File: src/rtl/atan2_fix_if.sv
// atan2_fix_if: sample handshake and result bundle for the atan2_fix engine.
// The master side drives the (cos, sin) strobe; the slave side returns the angle.
interface atan2_fix_if #(
    parameter int IN_W  = 16,
    parameter int OUT_W = 32
);
    logic                    i_ena;
    logic signed [IN_W-1:0]  i_cos;
    logic signed [IN_W-1:0]  i_sin;
    logic                    o_ready;
    logic signed [OUT_W-1:0] o_th;
    logic        [IN_W-1:0]  o_mag;
    logic                    o_valid;

    modport master (
        output i_ena, i_cos, i_sin,
        input  o_ready, o_th, o_mag, o_valid
    );

    modport slave (
        input  i_ena, i_cos, i_sin,
        output o_ready, o_th, o_mag, o_valid
    );
endinterface

File: src/rtl/atan2_fix.sv
// atan2_fix: iterative CORDIC vectoring, (cos, sin) Q1.14 -> angle Q3.29 radians.
// Define ATAN2_FIX_MAG_EN to also produce the gain-corrected magnitude on o_mag.
module atan2_fix #(
    parameter int IN_W  = 16,
    parameter int OUT_W = 32,
    parameter int ITER  = 16
) (
    input  logic       i_clk,
    input  logic       i_rst,
    atan2_fix_if.slave bus
);
    localparam int XW = IN_W + 2;
    localparam int KW = 5;
    localparam logic signed [OUT_W-1:0] PI = OUT_W'(1686629713);
    localparam logic [IN_W-1:0] MAG_MAX = {1'b0, {(IN_W-1){1'b1}}};

    typedef enum logic [1:0] {IDLE, PRE, ROT, DONE} state_t;

    state_t                  state_q, state_d;
    logic [KW-1:0]           k_q, k_d;
    logic signed [XW-1:0]    x_q, x_d, y_q, y_d;
    logic signed [XW-1:0]    x_sh, y_sh;
    logic signed [OUT_W-1:0] z_q, z_d, th_q, th_d, atan_k;
    logic                    zero_q, zero_d, valid_q, valid_d;
    logic [IN_W-1:0]         mag_q, mag_d, mag_calc;

    function automatic logic signed [31:0] atan_lut(input logic [KW-1:0] k);
        case (k)
            5'd0:    atan_lut = 32'sd421657428;
            5'd1:    atan_lut = 32'sd248918914;
            5'd2:    atan_lut = 32'sd131521918;
            5'd3:    atan_lut = 32'sd66762579;
            5'd4:    atan_lut = 32'sd33510843;
            5'd5:    atan_lut = 32'sd16771758;
            5'd6:    atan_lut = 32'sd8387925;
            5'd7:    atan_lut = 32'sd4194219;
            5'd8:    atan_lut = 32'sd2097141;
            5'd9:    atan_lut = 32'sd1048575;
            5'd10:   atan_lut = 32'sd524288;
            5'd11:   atan_lut = 32'sd262144;
            5'd12:   atan_lut = 32'sd131072;
            5'd13:   atan_lut = 32'sd65536;
            5'd14:   atan_lut = 32'sd32768;
            5'd15:   atan_lut = 32'sd16384;
            5'd16:   atan_lut = 32'sd8192;
            5'd17:   atan_lut = 32'sd4096;
            5'd18:   atan_lut = 32'sd2048;
            5'd19:   atan_lut = 32'sd1024;
            5'd20:   atan_lut = 32'sd512;
            5'd21:   atan_lut = 32'sd256;
            5'd22:   atan_lut = 32'sd128;
            5'd23:   atan_lut = 32'sd64;
            default: atan_lut = 32'sd0;
        endcase
    endfunction

`ifdef ATAN2_FIX_MAG_EN
    localparam int PW = XW + 16;
    logic [PW-1:0] prod;
    logic [XW-1:0] mag_full;

    // x is non-negative after the fold, so an unsigned multiply by K is safe.
    always_comb begin
        prod     = PW'($unsigned(x_q)) * PW'(39797) + PW'(32768);
        mag_full = XW'(prod >> 16);
        mag_calc = (mag_full > XW'(MAG_MAX)) ? MAG_MAX
                                             : mag_full[IN_W-1:0];
    end
`else
    assign mag_calc = '0;
`endif

    always_comb begin
        state_d = state_q;
        k_d     = k_q;
        x_d     = x_q;
        y_d     = y_q;
        z_d     = z_q;
        zero_d  = zero_q;
        th_d    = th_q;
        mag_d   = mag_q;
        valid_d = 1'b0;
        x_sh    = x_q >>> k_q;
        y_sh    = y_q >>> k_q;
        atan_k  = OUT_W'(atan_lut(k_q));
        unique case (state_q)
            IDLE: begin
                if (bus.i_ena) begin
                    x_d     = {{2{bus.i_cos[IN_W-1]}}, bus.i_cos};
                    y_d     = {{2{bus.i_sin[IN_W-1]}}, bus.i_sin};
                    z_d     = '0;
                    k_d     = '0;
                    zero_d  = (bus.i_cos == '0) && (bus.i_sin == '0);
                    state_d = PRE;
                end
            end
            PRE: begin
                // Left half-plane: rotate by pi so ROT only sees x >= 0.
                if (x_q[XW-1]) begin
                    x_d = -x_q;
                    y_d = -y_q;
                    z_d = y_q[XW-1] ? -PI : PI;
                end
                state_d = ROT;
            end
            ROT: begin
                if (!y_q[XW-1]) begin
                    x_d = x_q + y_sh;
                    y_d = y_q - x_sh;
                    z_d = z_q + atan_k;
                end else begin
                    x_d = x_q - y_sh;
                    y_d = y_q + x_sh;
                    z_d = z_q - atan_k;
                end
                if (k_q == KW'(ITER - 1)) begin
                    k_d     = '0;
                    state_d = DONE;
                end else begin
                    k_d = k_q + KW'(1);
                end
            end
            DONE: begin
                // A zero vector has no angle; report 0 rather than sum(ATAN).
                th_d    = zero_q ? '0 : z_q;
                mag_d   = mag_calc;
                valid_d = 1'b1;
                state_d = IDLE;
            end
            default: state_d = IDLE;
        endcase
    end

    always_ff @(posedge i_clk or posedge i_rst) begin
        if (i_rst) begin
            state_q <= IDLE;
            k_q     <= '0;
            x_q     <= '0;
            y_q     <= '0;
            z_q     <= '0;
            zero_q  <= 1'b0;
            th_q    <= '0;
            mag_q   <= '0;
            valid_q <= 1'b0;
        end else begin
            state_q <= state_d;
            k_q     <= k_d;
            x_q     <= x_d;
            y_q     <= y_d;
            z_q     <= z_d;
            zero_q  <= zero_d;
            th_q    <= th_d;
            mag_q   <= mag_d;
            valid_q <= valid_d;
        end
    end

    assign bus.o_ready = (state_q == IDLE);
    assign bus.o_valid = valid_q;
    assign bus.o_th    = th_q;
    assign bus.o_mag   = mag_q;
endmodule
File: src/flat_wrapper.sv
// flat-port wrapper written by rule: the top's interface ports become plain ports
module atan2_fix_flat 
#(
    parameter int IN_W  = 16,
    parameter int OUT_W = 32,
    parameter int ITER  = 16
)
  (i_clk, i_rst, bus_i_ena, bus_i_cos, bus_i_sin, bus_o_ready, bus_o_th, bus_o_mag, bus_o_valid);
  atan2_fix_if #(.IN_W(IN_W), .OUT_W(OUT_W)) bus_i ();
  input  logic i_clk;
  input  logic i_rst;
  input wire logic [$bits(bus_i.i_ena)-1:0] bus_i_ena;
  input wire logic [$bits(bus_i.i_cos)-1:0] bus_i_cos;
  input wire logic [$bits(bus_i.i_sin)-1:0] bus_i_sin;
  output wire logic [$bits(bus_i.o_ready)-1:0] bus_o_ready;
  output wire logic [$bits(bus_i.o_th)-1:0] bus_o_th;
  output wire logic [$bits(bus_i.o_mag)-1:0] bus_o_mag;
  output wire logic [$bits(bus_i.o_valid)-1:0] bus_o_valid;
  assign bus_i.i_ena = bus_i_ena;
  assign bus_i.i_cos = bus_i_cos;
  assign bus_i.i_sin = bus_i_sin;
  assign bus_o_ready = bus_i.o_ready;
  assign bus_o_th = bus_i.o_th;
  assign bus_o_mag = bus_i.o_mag;
  assign bus_o_valid = bus_i.o_valid;
  atan2_fix #(.IN_W(IN_W), .OUT_W(OUT_W), .ITER(ITER)) u_core (.i_clk(i_clk), .i_rst(i_rst), .bus(bus_i));
endmodule
File: config.mk
export PLATFORM = sky130hd
export DESIGN_NAME = atan2_fix_flat
export DESIGN_NICKNAME = d
export VERILOG_FILES = /design/src/rtl/atan2_fix_if.sv /design/src/rtl/atan2_fix.sv /design/src/flat_wrapper.sv
export SDC_FILE = /design/constraint.sdc
export NUM_CORES = 1
export LEC_CHECK = 0
export BUFFER_PORTS_ARGS = -buffer_cell sky130_fd_sc_hd__buf_2
export CORE_ASPECT_RATIO = 0.6
export CORE_MARGIN = 3
export CORE_UTILIZATION = 25
export DETAILED_ROUTE_END_ITERATION = 8
export GPL_TIMING_DRIVEN = 0
export SLEW_MARGIN = 40
export SYNTH_ARGS = -nofsm -noshare
export SYNTH_HDL_FRONTEND = slang
export SYNTH_SLANG_ARGS = --single-unit
File: constraint.sdc
create_clock -name i_clk -period 5.9 [get_ports i_clk]
set_input_delay 1.18 -clock i_clk [delete_from_list [all_inputs] [get_ports i_clk]]
set_output_delay 1.18 -clock i_clk [all_outputs]
set_load 0.02 [all_outputs]
After elaboration in Yosys (flattened, before gate mapping)
Memory sizes are Yosys's and may differ from the RTL's.
Index checks and enable logic that the tools add are counted.
Widths: inputs -> output; s select.

storage, ports and cells
  register bits after elaboration = 109
  bits in read-only memories = 928
  bits of input ports = 35
  output and inout bits = 50
  logic and storage cells = 60
  memories = 1

memory list
  memory           words  bits a word  read ports  clocked after Yosys merged registers in  wr ports  line             source
  (no name shown)  32     29           1           0                                        0         atan2_fix.sv:28  case (k)

cells by class
  $add $sub $neg = 9
  equal/unequal tests = 7
  shift operators = 2
  mux-type cells = 21
  reduce and logical (&&, ||, !) cells = 11

operators by type and width
  operator             count
  $mux 32              5
  $mux 18              6
  $pmux 18 s3          2
  $pmux 32 s3          1
  $add 18x18->18       2
  $neg 18->18          2
  $sshr 18x5->18       2
  $sub 18x18->18       2
  $add 32x32->32       1
  $logic_not 16->1     2
  $sub 32x32->32       1
  $mux 5               2
  $pmux 5 s2           1
  $pmux 2 s4           1
  $reduce_and 2->1     4
  $add 5x1->5 const B  1
  $eq 5x4->1 const B   1
  $eq 2x2->1 const B   2
  $mux 2               2
  $ne 2x1->1 const B   2
  $reduce_and 3->1     1
  $reduce_bool 3->1    1
  $eq 2x1->1 const B   1
  $logic_not 2->1      1
  other kinds (4)      4

Depth between registers and ports, before layout
Gate-level depths: netlist of the first run.

  depth after elaboration = 4
  mapped depth = 27
  mapped depth without buffers = 24

Worst setup path after synthesis of the first run
Ideal clock, no wire load.

  kind = register to register
  from = register u_core.k_q[0]
  to = register u_core.z_q[29]
  library setup time = 0.132 ns
  data arrival time = 5.068 ns
  data required time = 5.768 ns
  slack = 0.700 ns
  stages on the path, launching flop included = 27
  path buffers = 3
  clock period less this slack = 5.200 ns
  cells stage by stage = dfrtp_1 > buf_6 > buf_8 > inv_1 > buf_1 > ha_1 > nand2b_1 > a21oi_1 > o21ai_0 > and2_1 > nor2b_1 > nor2b_1 > and2_1 > a31o_2 > o21ai_0 > xor2_1 > ha_1 > a21o_1 > a21o_1 > a21oi_1 > o21ai_0 > a32oi_1 > o21ai_0 > a21oi_1 > o21bai_1 > a311oi_1 > o31ai_1

on the way
  longest elaborated chain between the ends = 4
  elaborated cells between the ends (all ways) = 5
  classes of those cells = add/sub: 2; mux: 2; memory: 1

RTL lines
  item                                              line                                source
  start: declaration                                atan2_fix.sv:20                     logic [KW-1:0] k_q, k_d;
  start signal: assignment                          atan2_fix.sv:147                    k_q <= k_d;
  $mem_v2 32x29 (*)                                 n/a
  $add 32x32->32 or $sub 32x32->32 (tied branches)  atan2_fix.sv:110, atan2_fix.sv:114
  $mux 32 (*)                                       atan2_fix.sv:107                    if (!y_q[XW-1]) begin
  $pmux 32 s3 (*)                                   atan2_fix.sv:86                     unique case (state_q)
  end signal: assignment                            atan2_fix.sv:150                    z_q <= z_d;
  end: declaration                                  atan2_fix.sv:23                     logic signed [OUT_W-1:0] z_q, z_d, th_q, th_d, atan_k;

Every way passes the cells marked *; elsewhere a longest branch is shown, timed or not.
A chain may end at the register's enable or synchronous reset.

Worst setup path in the final report of the first run
  from = register u_core.k_q[1]
  to = register u_core.y_q[15]

on the way
  longest elaborated chain between the ends = 4
  elaborated cells between the ends (all ways) = 5
  classes of those cells = add/sub: 2; shift: 1; mux: 2

RTL lines
  item                                              line                                source
  $sshr 18x5->18 (*)                                atan2_fix.sv:83                     x_sh = x_q >>> k_q;
  $sub 18x18->18 or $add 18x18->18 (tied branches)  atan2_fix.sv:109, atan2_fix.sv:113
  $mux 18 (*)                                       atan2_fix.sv:107
  $pmux 18 s3 (*)                                   atan2_fix.sv:86
  end signal: assignment                            atan2_fix.sv:149                    y_q <= y_d;
  end: declaration                                  atan2_fix.sv:21                     logic signed [XW-1:0] x_q, x_d, y_q, y_d;

Marks and branches as above.

==> results.ini, run 1 <==
[outcome]
status = finished, final reports clean

[min_path]
worstHoldStart = u_core.bus.o_th[17]$_DFFE_PP0P_
whs_path_depth = 2
hold_path.class = register to register

[yosys]
ys_async_sr_fraction_pct = 100.0
yosysUniqueCellTypes = 85
synth_ff_type = dfrtp_1
synth_seq_cells = 109
yosys_warnings = 0
syn_area_per_cell_um2 = 7.881
syn_inst = 1622
synth_edf_count = 0
yosysSeqAreaShare_pct = 21.34
syn_area_um2 = 12780

[critical_path]
critical_path.top_delay_family = compound AO/OA/AOI/OAI gates
cp_num_cells = 23
cp_max_fo = 10
worst_path_most_repeated_cell = a21oi_1
critPathLaunchType = register
path_class = register to register
crit_slowest_cell = mux4_2
critPathMaxStageDelay_ns = 0.58
startpoint = u_core.k_q[1]$_DFFE_PP0P_
worst-path-buf-inv = 2
rr_startpoint = u_core.k_q[1]$_DFFE_PP0P_
cp.arrival_ns = 6.00
required_ns = 6.18
ff2ff_path_depth = 23
crit_chain = buf_6, buf_6, mux4_2, mux2i_2, o221a_2, ha_1, nand4_1, nor4b_2, nor2b_2, nand2_1, a21oi_1, o221ai_2, ha_2, a21o_1, a21o_1, a21oi_1, nor2_1, a21oi_1, o31ai_1, nor2_1, xnor2_1, a221oi_1, o21ai_0
end_kind = register

[job]
maxCapViolations = 0

[timing]
post-route-period-util_pct = 96.99
final-setup-viol-count = 0
worstMarginPinSlew_ns = 0.9528
tns_ns = 0
rsz0062_at_grt = yes
period_minus_slack_ns = 5.722
slew_violations = 0
final-hold-violation-count = 0
worst_slack_ns = 0.1776
max_clock_freq_mhz = 174.8
finClkSkew_ns = 0.01712
slew_headroom_pct = 36.48

[route]
postRouteWirelength_um = 58600
ant_nets = 0
vias = 13780
firstDrtPassIters = 5
drt_iter0_drc = 2019
drc = 0
wire_per_inst_um = 24.32
vias_per_cell = 5.721

[clock_tree]
cts_buffers = 9
clockBufferDepth = 2
cts_root_buffer = clkbuf_16
cts_max_level = 3
cts_sinks = 109
cts.clk_slew.worst_paths_ns = 0.09
cts_tree = done
clock_latency_ns = 0.40

[floorplan]
initial_core_util_pct = 25.58
dieArea_um2 = 53970
die_width_um = 297.9
die_h_um = 181.2
design.core.area_um2 = 49980
rows = 63
ios = 85

[grt]
grt_antenna_before_repair = 0
grt_overflow = 0
first_global_vias = 12560
track_usage_pct = 21.03
grt_pass1_wl_um = 85440
grt_max_degree = 74

[placement]
post_dp_cell_area_um2 = 14110
port_buffers = 68
hpwl_um = 46450
gp_congestion = 1.058
post-place-ws_ns = -0.3899

[finish]
drive_above_1_share_pct = 15.87
mostFrequentLayoutCells = nand2_1, o21ai_0, a21oi_1
final_cell_area_um2 = 14630
fin_util_pct = 29.27
final_net_count = 1845
final_common_cell = nand2_1
syn2layout_area_growth_pct = 14.45

stage by stage:
stage          instances  hold slack [ns]
4_1_cts             2405           0.5271
3_5_place_dp        2390           0.5140
6_report            2409           0.5199
5_1_grt             2408           0.5489
3_3_place_gp        2387           0.5021
2_1_floorplan       1637           0.4717
layer usage:
layer  share of wire, %  vias to the layer above  GRT usage (%)
met5                  0                        -              0
met4                1.7                        0          4.105
met3                 14                       71          7.435
met2                 37                      880          26.74
met1                 48                     6762          32.93
li1                   -                     6068              -
path summary, 6_finish.rpt:
check                                                       end  slack, ns
worst max-delay path                 u_core.y_q[15]$_DFFE_PP0P_       0.18
worst min-delay path            u_core.bus.o_th[17]$_DFFE_PP0P_       0.52
worst max register to register       u_core.y_q[15]$_DFFE_PP0P_       0.18
worst min register to register  u_core.bus.o_th[17]$_DFFE_PP0P_       0.52
max in group asynchronous            u_core.z_q[10]$_DFFE_PP0P_       4.44
min in group asynchronous            u_core.y_q[14]$_DFFE_PP0P_       0.75
cell usage after synthesis (8+ instances only):
cell type / count / area [um^2]
a211oi_1: 8 / 60.06
a21o_1: 28 / 210.2
a21oi_1: 133 / 665.6
a221oi_1: 17 / 148.9
a31oi_1: 21 / 131.4
and2_1: 12 / 75.07
and3_1: 9 / 56.30
buf_1: 14 / 52.55
buf_2: 15 / 75.07
buf_4: 19 / 142.6
clkbuf_1: 84 / 315.3
dfrtp_1: 109 / 2728
ha_1: 85 / 1064
inv_1: 73 / 274.0
mux2_2: 16 / 180.2
mux2i_1: 17 / 170.2
mux4_2: 41 / 923.4
nand2_1: 170 / 638.1
nand2b_1: 22 / 137.6
nand3_1: 21 / 105.1
nor2_1: 131 / 491.7
nor2b_1: 26 / 162.7
nor3_1: 38 / 190.2
nor4_1: 16 / 100.1
o211ai_1: 9 / 67.56
o21a_1: 13 / 97.59
o21ai_0: 154 / 770.7
o221ai_1: 13 / 113.9
o22ai_1: 25 / 156.4
o31ai_1: 23 / 172.7
or2_2: 10 / 62.56
or3_1: 9 / 56.30
xnor2_1: 70 / 613.1
xor2_1: 49 / 429.2
registers in the layout (all words and copies together) (netlist names):
name,count
u_core.bus.o_th,32
u_core.bus.o_valid,1
u_core.zero_q,1
u_core.y_q,18
u_core.z_q,32
u_core.x_q,18
u_core.state_q,2
u_core.k_q,5
kinds of logic (layout without fill, tap and decap cells):
logic type | after synthesis | in the layout | share of synthesized area [%]
AOI/OAI and AO/OA | 521 | 521 | 25.87
xor gates and xnor gates | 119 | 119 | 8.153
adders and majority gates | 88 | 88 | 8.789
buffers and inverters | 212 | 301 | 7.194
DFF | 109 | 109 | 21.34
muxes | 76 | 76 | 10.16
other | 1 | 17 | 0.02933
and+or+nand+nor | 496 | 496 | 18.47
cell type report:
| cell class | count | area [um^2] |
|---|---|---|
| Timing Repair Buffer | 75 | 414.1 |
| Tap cell | 682 | 853.3 |
| Clock buffer | 11 | 252.7 |
| Inverter | 76 | 302.8 |
| Clock inverter | 4 | 40.04 |
| Fill cell | 5429 | 35350 |
| Multi-Input combinational cell | 1316 | 9341 |
| Buffer | 135 | 691.9 |
| Sequential cell | 109 | 2731 |
| Antenna cell | 1 | 2.502 |
tightest hold or removal path, stage by stage (launching register included):
cell and delay [ns]:
dfrtp_1 0.38, inv_1 0.05, o21ai_0 0.06
repair_timing:
action,CTS,global route
resized for setup,20,49
setup endpoints to repair,20,22
pin swaps,0,4
hold buffers,0,0
setup buffers,0,4
Power of run 1 is not shown: default switching activity piles up to over one toggle a cycle in this logic, so the estimate is an artifact.
==> run 2: changes to the inputs <==
Settings changed: ABC_AREA set to 1, CELL_PAD_IN_SITES_DETAIL_PLACEMENT set to 1, CELL_PAD_IN_SITES_GLOBAL_PLACEMENT set to 1, PLACE_DENSITY_LB_ADDON set to 0.1.
==> results.ini, run 2 <==
[outcome]
status = finished, final reports clean

[finish]
drive_above_1_share_pct = 11.40  ; -4.5 points
final_common_cell = nand2_1
final_cell_area_um2 = 14420  ; -1.5%
syn2layout_area_growth_pct = 12.83
final_net_count = 2258  ; +22%
num-fill-cells = 6438  ; +19%
mostFrequentLayoutCells = nand2_1, inv_1, o21ai_0

[route]
wire_per_inst_um = 23.14  ; -4.9%
drt_iter0_drc = 1333  ; -34%
top_layer = met5
ant_nets = 0  ; unchanged
firstDrtPassIters = 5  ; unchanged
postRouteWirelength_um = 65370  ; +12%
wl_met3_um = 5355  ; -34%
met1_length_um = 36310  ; +30%
vias = 14700  ; +6.7%
vias_per_cell = 5.205  ; -9.0%
drc = 0  ; unchanged
wl_met2_um = 23190  ; +7.3%

[critical_path]
rr_startpoint = u_core.k_q[1]$_DFFE_PP0P_
rrSetupSlack_ns = 0.39  ; +0.22 ns
critPathLaunchType = register
path_class = register to register
reg2reg_to = u_core.z_q[28]$_DFFE_PP0P_
end_kind = register
required_ns = 6.21  ; +0.03 ns
cp_max_fo = 13  ; +3
ff2ff_path_depth = 26  ; +13%
cp.arrival_ns = 5.82  ; -0.18 ns

[timing]
max_clock_freq_mhz = 181.6  ; +3.9%
final-hold-violation-count = 0  ; unchanged
period_minus_slack_ns = 5.506  ; -0.2160 ns
rsz0062_at_grt = no
worstMarginPinSlew_ns = 0.9022  ; -0.05058 ns
slew_violations = 0  ; unchanged
finClkSkew_ns = 0.01951  ; +0.002383 ns
worst_slack_ns = 0.3937  ; +0.2160 ns
post-route-period-util_pct = 93.33  ; -3.7 points
slew_headroom_pct = 39.22  ; +2.7 points
final-setup-viol-count = 0  ; unchanged

[yosys]
synth_edf_count = 0  ; unchanged
yosysTopAreaCell = dfrtp_1
yosysUniqueCellTypes = 64  ; -25%
synth_ff_type = dfrtp_1
yosysMostFrequentCell = nand2_1
syn_area_per_cell_um2 = 6.266  ; -20%
syn_inst = 2039  ; +26%
syn_area_um2 = 12780  ; about the same
synth_seq_cells = 109  ; unchanged
yosys_warnings = 0  ; unchanged
synth_top_area_share_pct = 21.35  ; about the same
synthTopCellsByCount = nand2_1, inv_1, o21ai_0
ys_async_sr_fraction_pct = 100.0  ; unchanged
synthTopCellsByArea = dfrtp_1, nand2_1, o21ai_0
yosysSeqAreaShare_pct = 21.35  ; about the same

[grt]
grt_antenna_before_repair = 1  ; +1
first_global_vias = 14200  ; +13%
grt_pass1_wl_um = 96360  ; +13%
grt_max_degree = 59  ; -20%
grt_overflow = 0  ; unchanged
track_usage_pct = 23.98  ; +3.0 points

[floorplan]
initial_core_util_pct = 25.60  ; about the same
rows = 63  ; unchanged
die_h_um = 181.1  ; about the same
design.core.area_um2 = 49900  ; -0.16%
ios = 85  ; unchanged
dieArea_um2 = 53940  ; about the same
die_width_um = 297.8  ; about the same

[clock_tree]
cts_root_buffer = clkbuf_16
clockBufferDepth = 2  ; unchanged
cts_sinks = 109  ; unchanged
cts_buffers = 9  ; unchanged
cts_tree = done
cts.clk_slew.worst_paths_ns = 0.09  ; about the same
clock_latency_ns = 0.42  ; +0.02 ns
cts_setup_buffers = 0  ; unchanged
cts_max_level = 3  ; unchanged

[min_path]
whs_path_depth = 2  ; unchanged
min_to = u_core.bus.o_th[12]$_DFFE_PP0P_
worstHoldStart = u_core.bus.o_th[12]$_DFFE_PP0P_
hold_path.class = register to register

[placement]
post_dp_cell_area_um2 = 14080  ; -0.21%
port_buffers = 68  ; unchanged
post-place-ws_ns = 0.4120  ; +0.8019 ns
hpwl_um = 54120  ; +17%
gp_congestion = 0.9294  ; -12%

[job]
maxCapViolations = 0  ; unchanged

[run 2: changes by cell type after synthesis, sizes merged, moves of 27 or more]
cell and change:
xnor2 -60, o21ai +140, nand2 +331, nor2 +27
clkbuf -44, mux4 -41, nand3 +130, inv +190
[run 2: area by class of cell]
class / count / area [um^2] / area share [%]
Sequential cell: 109 / 2728 / 18.92
Tap cell: 682 / 853.3 / 5.920
Clock inverter: 6 / 68.82 / 0.4774
Clock buffer: 10 / 229.0 / 1.588
Multi-Input combinational cell: 1586 / 8603 / 59.68
Inverter: 266 / 1013 / 7.031
Timing Repair Buffer: 70 / 375.4 / 2.604
Antenna cell: 3 / 7.507 / 0.05208
Buffer: 93 / 536.8 / 3.724
[run 2: repair_timing]
item,4_1_cts,5_1_grt
hold buffers,0,0
resized for setup,0,5
setup endpoints to repair,0,5
[run 2: critical path: stages (launching register included)]
cell,delay [ns]
dfrtp_1,0.46
buf_4,0.21
inv_4,0.12
buf_4,0.23
ha_1,0.17
nor2_1,0.04
nor2_1,0.20
o211ai_1,0.26
nand2_1,0.23
nand2_1,0.09
nor2_2,0.18
nand4_1,0.17
a21oi_2,0.25
nand3_1,0.24
o21ai_1,0.24
xor2_1,0.23
ha_1,0.34
a21oi_1,0.27
inv_1,0.06
a31oi_1,0.30
o21ai_0,0.19
a221oi_1,0.28
nand2_1,0.20
o21ai_0,0.23
nand2_1,0.08
nand2_1,0.09
nand2_1,0.06
[run 2: how the worst max path moves through the flow]
| stage | startpoint | to |
|---|---|---|
| after floorplan | i_rst | u_core.bus.o_th[0]$_DFFE_PP0P_ |
| after global placement | i_rst | u_core.bus.o_th[21]$_DFFE_PP0P_ |
| after detailed placement | u_core.k_q[1]$_DFFE_PP0P_ | u_core.z_q[29]$_DFFE_PP0P_ |
| after CTS | u_core.k_q[1]$_DFFE_PP0P_ | u_core.z_q[29]$_DFFE_PP0P_ |
| after global routing | u_core.k_q[1]$_DFFE_PP0P_ | u_core.z_q[25]$_DFFE_PP0P_ |
| final | u_core.k_q[1]$_DFFE_PP0P_ | u_core.z_q[28]$_DFFE_PP0P_ |
[run 2: logic make-up after synthesis]
logic type / Yosys count / share of synthesized area, %
muxes: 3 / 0.2448
adders and majority gates: 88 / 8.794
xor gates and xnor gates: 41 / 2.811
DFF: 109 / 21.35
buffers and inverters: 359 / 11.94
and+or+nand+nor: 882 / 30.43
other: 1 / 0.02935
AOI/OAI and AO/OA: 556 / 24.41
[run 2: stage by stage]
stage	util (%)	TNS, ns	std cells	hold WS, ns
floorplan	-	0	2054	0.4390
global placement	28.11	-10.04	2804	0.4629
detailed placement	28.23	0	2806	0.4675
CTS	28.82	0	2822	0.4882
global route	28.87	0	2822	0.5221
finish	28.89	0	2825	0.4831
[run 2: metal layers]
| layer | up-vias | global-route usage [%] |
|---|---|---|
| li1 | 6994 | - |
| met1 | 7255 | 40.67 |
| met2 | 422 | 29.83 |
| met3 | 31 | 5.201 |
| met4 | 2 | 3.045 |
| met5 | - | 0 |
Power of run 2 is left out for the same reason.
==> run 3: changes to the inputs <==
Settings changed: CORE_ASPECT_RATIO 0.6 to 0.75.
==> results.ini, run 3 (same netlist as run 2, synthesis figures left out) <==
[outcome]
status = finished, final reports clean

[min_path]
hold_path.class = register to register

[critical_path]
crit_slowest_cell = o21ai_0
critPathMaxStageDelay_ns = 0.49  ; +0.03 ns
critical_path.top_delay_family = compound AO/OA/AOI/OAI gates
cp.arrival_ns = 5.68  ; -0.14 ns
path_class = register to register
cp_max_fo = 13  ; unchanged
worst-path-buf-inv = 5  ; +1
rrSetupSlack_ns = 0.48  ; +0.09 ns
critPathLaunchType = register
required_ns = 6.16  ; -0.05 ns
end_kind = register

[grt]
grt_pass1_wl_um = 95020  ; -1.4%
track_usage_pct = 23.74  ; -0.25 points
top_usage_layer = met1
first_global_vias = 14290  ; +0.59%
grtUsageMet1_pct = 38.77  ; -1.9 points
grt_antenna_before_repair = 0  ; -1
grtUsageMet3_pct = 4.661  ; -0.54 points
grt_overflow = 0  ; unchanged
grt_use_met2_pct = 31.86  ; +2.0 points
grt_max_degree = 65  ; +10%

[finish]
multi_input_area_um2 = 8592  ; -0.13%
final_net_count = 2258  ; unchanged
num-fill-cells = 6494  ; +0.87%
ff_latch_area_um2 = 2728  ; unchanged
final_common_cell = nand2_1
drive_above_1_share_pct = 11.21  ; -0.19 points
mostFrequentLayoutCells = nand2_1, inv_1, o21ai_0
fin_util_pct = 28.60  ; -0.29 points
syn2layout_area_growth_pct = 12.56
final_cell_area_um2 = 14380  ; -0.23%
fin_cells = 2798  ; -0.96%

[floorplan]
design.core.area_um2 = 50280  ; +0.77%
die_h_um = 201.8  ; +11%
rows = 71  ; +13%
ios = 85  ; unchanged
dieArea_um2 = 53880  ; -0.11%
initial_core_util_pct = 25.41  ; -0.20 points
die_width_um = 267.0  ; -10%

[clock_tree]
cts_buffers = 9  ; unchanged
clockBufferDepth = 2  ; unchanged
cts_tree = done
cts_sinks = 109  ; unchanged
cts_setup_buffers = 0  ; unchanged
clock_latency_ns = 0.42  ; about the same
cts_root_buffer = clkbuf_16
cts.clk_slew.worst_paths_ns = 0.10  ; about the same
cts_max_level = 3  ; unchanged

[route]
ant_nets = 0  ; unchanged
vias_per_cell = 5.169  ; -0.70%
postRouteWirelength_um = 64040  ; -2.0%
firstDrtPassIters = 5  ; unchanged
drt_iter0_drc = 991  ; -26%
wire_per_inst_um = 22.89  ; -1.1%
vias = 14460  ; -1.6%
drc = 0  ; unchanged

[placement]
placedCellCount = 2780  ; -0.93%
gp_congestion = 0.9099  ; -2.1%
port_buffers = 68  ; unchanged
hpwl_um = 52920  ; -2.2%
post_dp_cell_area_um2 = 14040  ; -0.28%

[timing]
period_minus_slack_ns = 5.418  ; -0.08880 ns
max_clock_freq_mhz = 184.6  ; +1.6%
rsz0062_at_grt = no
final-hold-violation-count = 0  ; unchanged
slew_headroom_pct = 40.03  ; +0.82 points
final-setup-viol-count = 0  ; unchanged
finClkSkew_ns = 0.01687  ; -0.002640 ns
post-route-period-util_pct = 91.82  ; -1.5 points
slew_violations = 0  ; unchanged
worstMarginPinSlew_ns = 0.8995  ; -0.002727 ns

[job]
maxCapViolations = 0  ; unchanged

==> run 3: changes by cell type in the layout (fill, tap and decap cells not counted), moves of 2 or more <==
cell	change
o21ai_1	+2
diode_2	-2
clkbuf_1	+2
clkbuf_2	-2
o21ai_2	-2
==> run 3: area by class of cell <==
class / count / area share, %
inverters: 266 / 7.047
flip-flops and latches: 109 / 18.97
diodes: 1 / 0.01740
clock buffers: 9 / 1.566
multi-input cells: 1586 / 59.74
well taps: 657 / 5.716
plain buffers: 93 / 3.715
repair buffers: 70 / 2.636
clock inverters: 7 / 0.5916
==> run 3: what timing repair did <==
action / 4_1_cts / 5_1_grt
resized for setup: 0 / 2
endpoints found under the setup margin: 0 / 2
hold buffers: 0 / 0
==> run 3: final timing paths <==
check                                                      from  cells past startpoint                         endpoint
worst max-delay path                  u_core.k_q[1]$_DFFE_PP0P_                     27       u_core.z_q[23]$_DFFE_PP0P_
worst min-delay path            u_core.bus.o_th[17]$_DFFE_PP0P_                      2  u_core.bus.o_th[17]$_DFFE_PP0P_
worst max register to register        u_core.k_q[1]$_DFFE_PP0P_                     27       u_core.z_q[23]$_DFFE_PP0P_
worst min register to register  u_core.bus.o_th[17]$_DFFE_PP0P_                      2  u_core.bus.o_th[17]$_DFFE_PP0P_
max in group asynchronous                                 i_rst                      3        u_core.x_q[5]$_DFFE_PP0P_
min in group asynchronous                                 i_rst                      2  u_core.bus.o_th[11]$_DFFE_PP0P_
==> run 3: worst register-to-register path, delay by kind of cell (launching register included) <==
family,cells,cell delay (ns)
DFF,1,0.46
buffers and inverters,5,0.78
xor gates and xnor gates,1,0.15
and+or+nand+nor,9,1.13
AOI/OAI and AO/OA,9,1.92
adders and majority gates,3,0.81
==> run 3: per-layer routing <==
layer,vias to the layer above,part of all wire (%),wire [um]
met5,-,0,0
met4,0,0.89,567
met3,27,5.8,3736
met2,319,38,24450
met1,7125,55,35290
li1,6991,-,-
==> run 3: stage by stage <==
stage / setup TNS (ns) / hold WS, ns / setup slack (ns)
global placement: -12.00 / 0.4633 / -0.1307
CTS: 0 / 0.4887 / 0.4992
global route: 0 / 0.5155 / 0.02368
finish: 0 / 0.4846 / 0.4825
floorplan: 0 / 0.4390 / 1.846
detailed placement: 0 / 0.4673 / 0.5416
Power of run 3 is left out for the same reason.
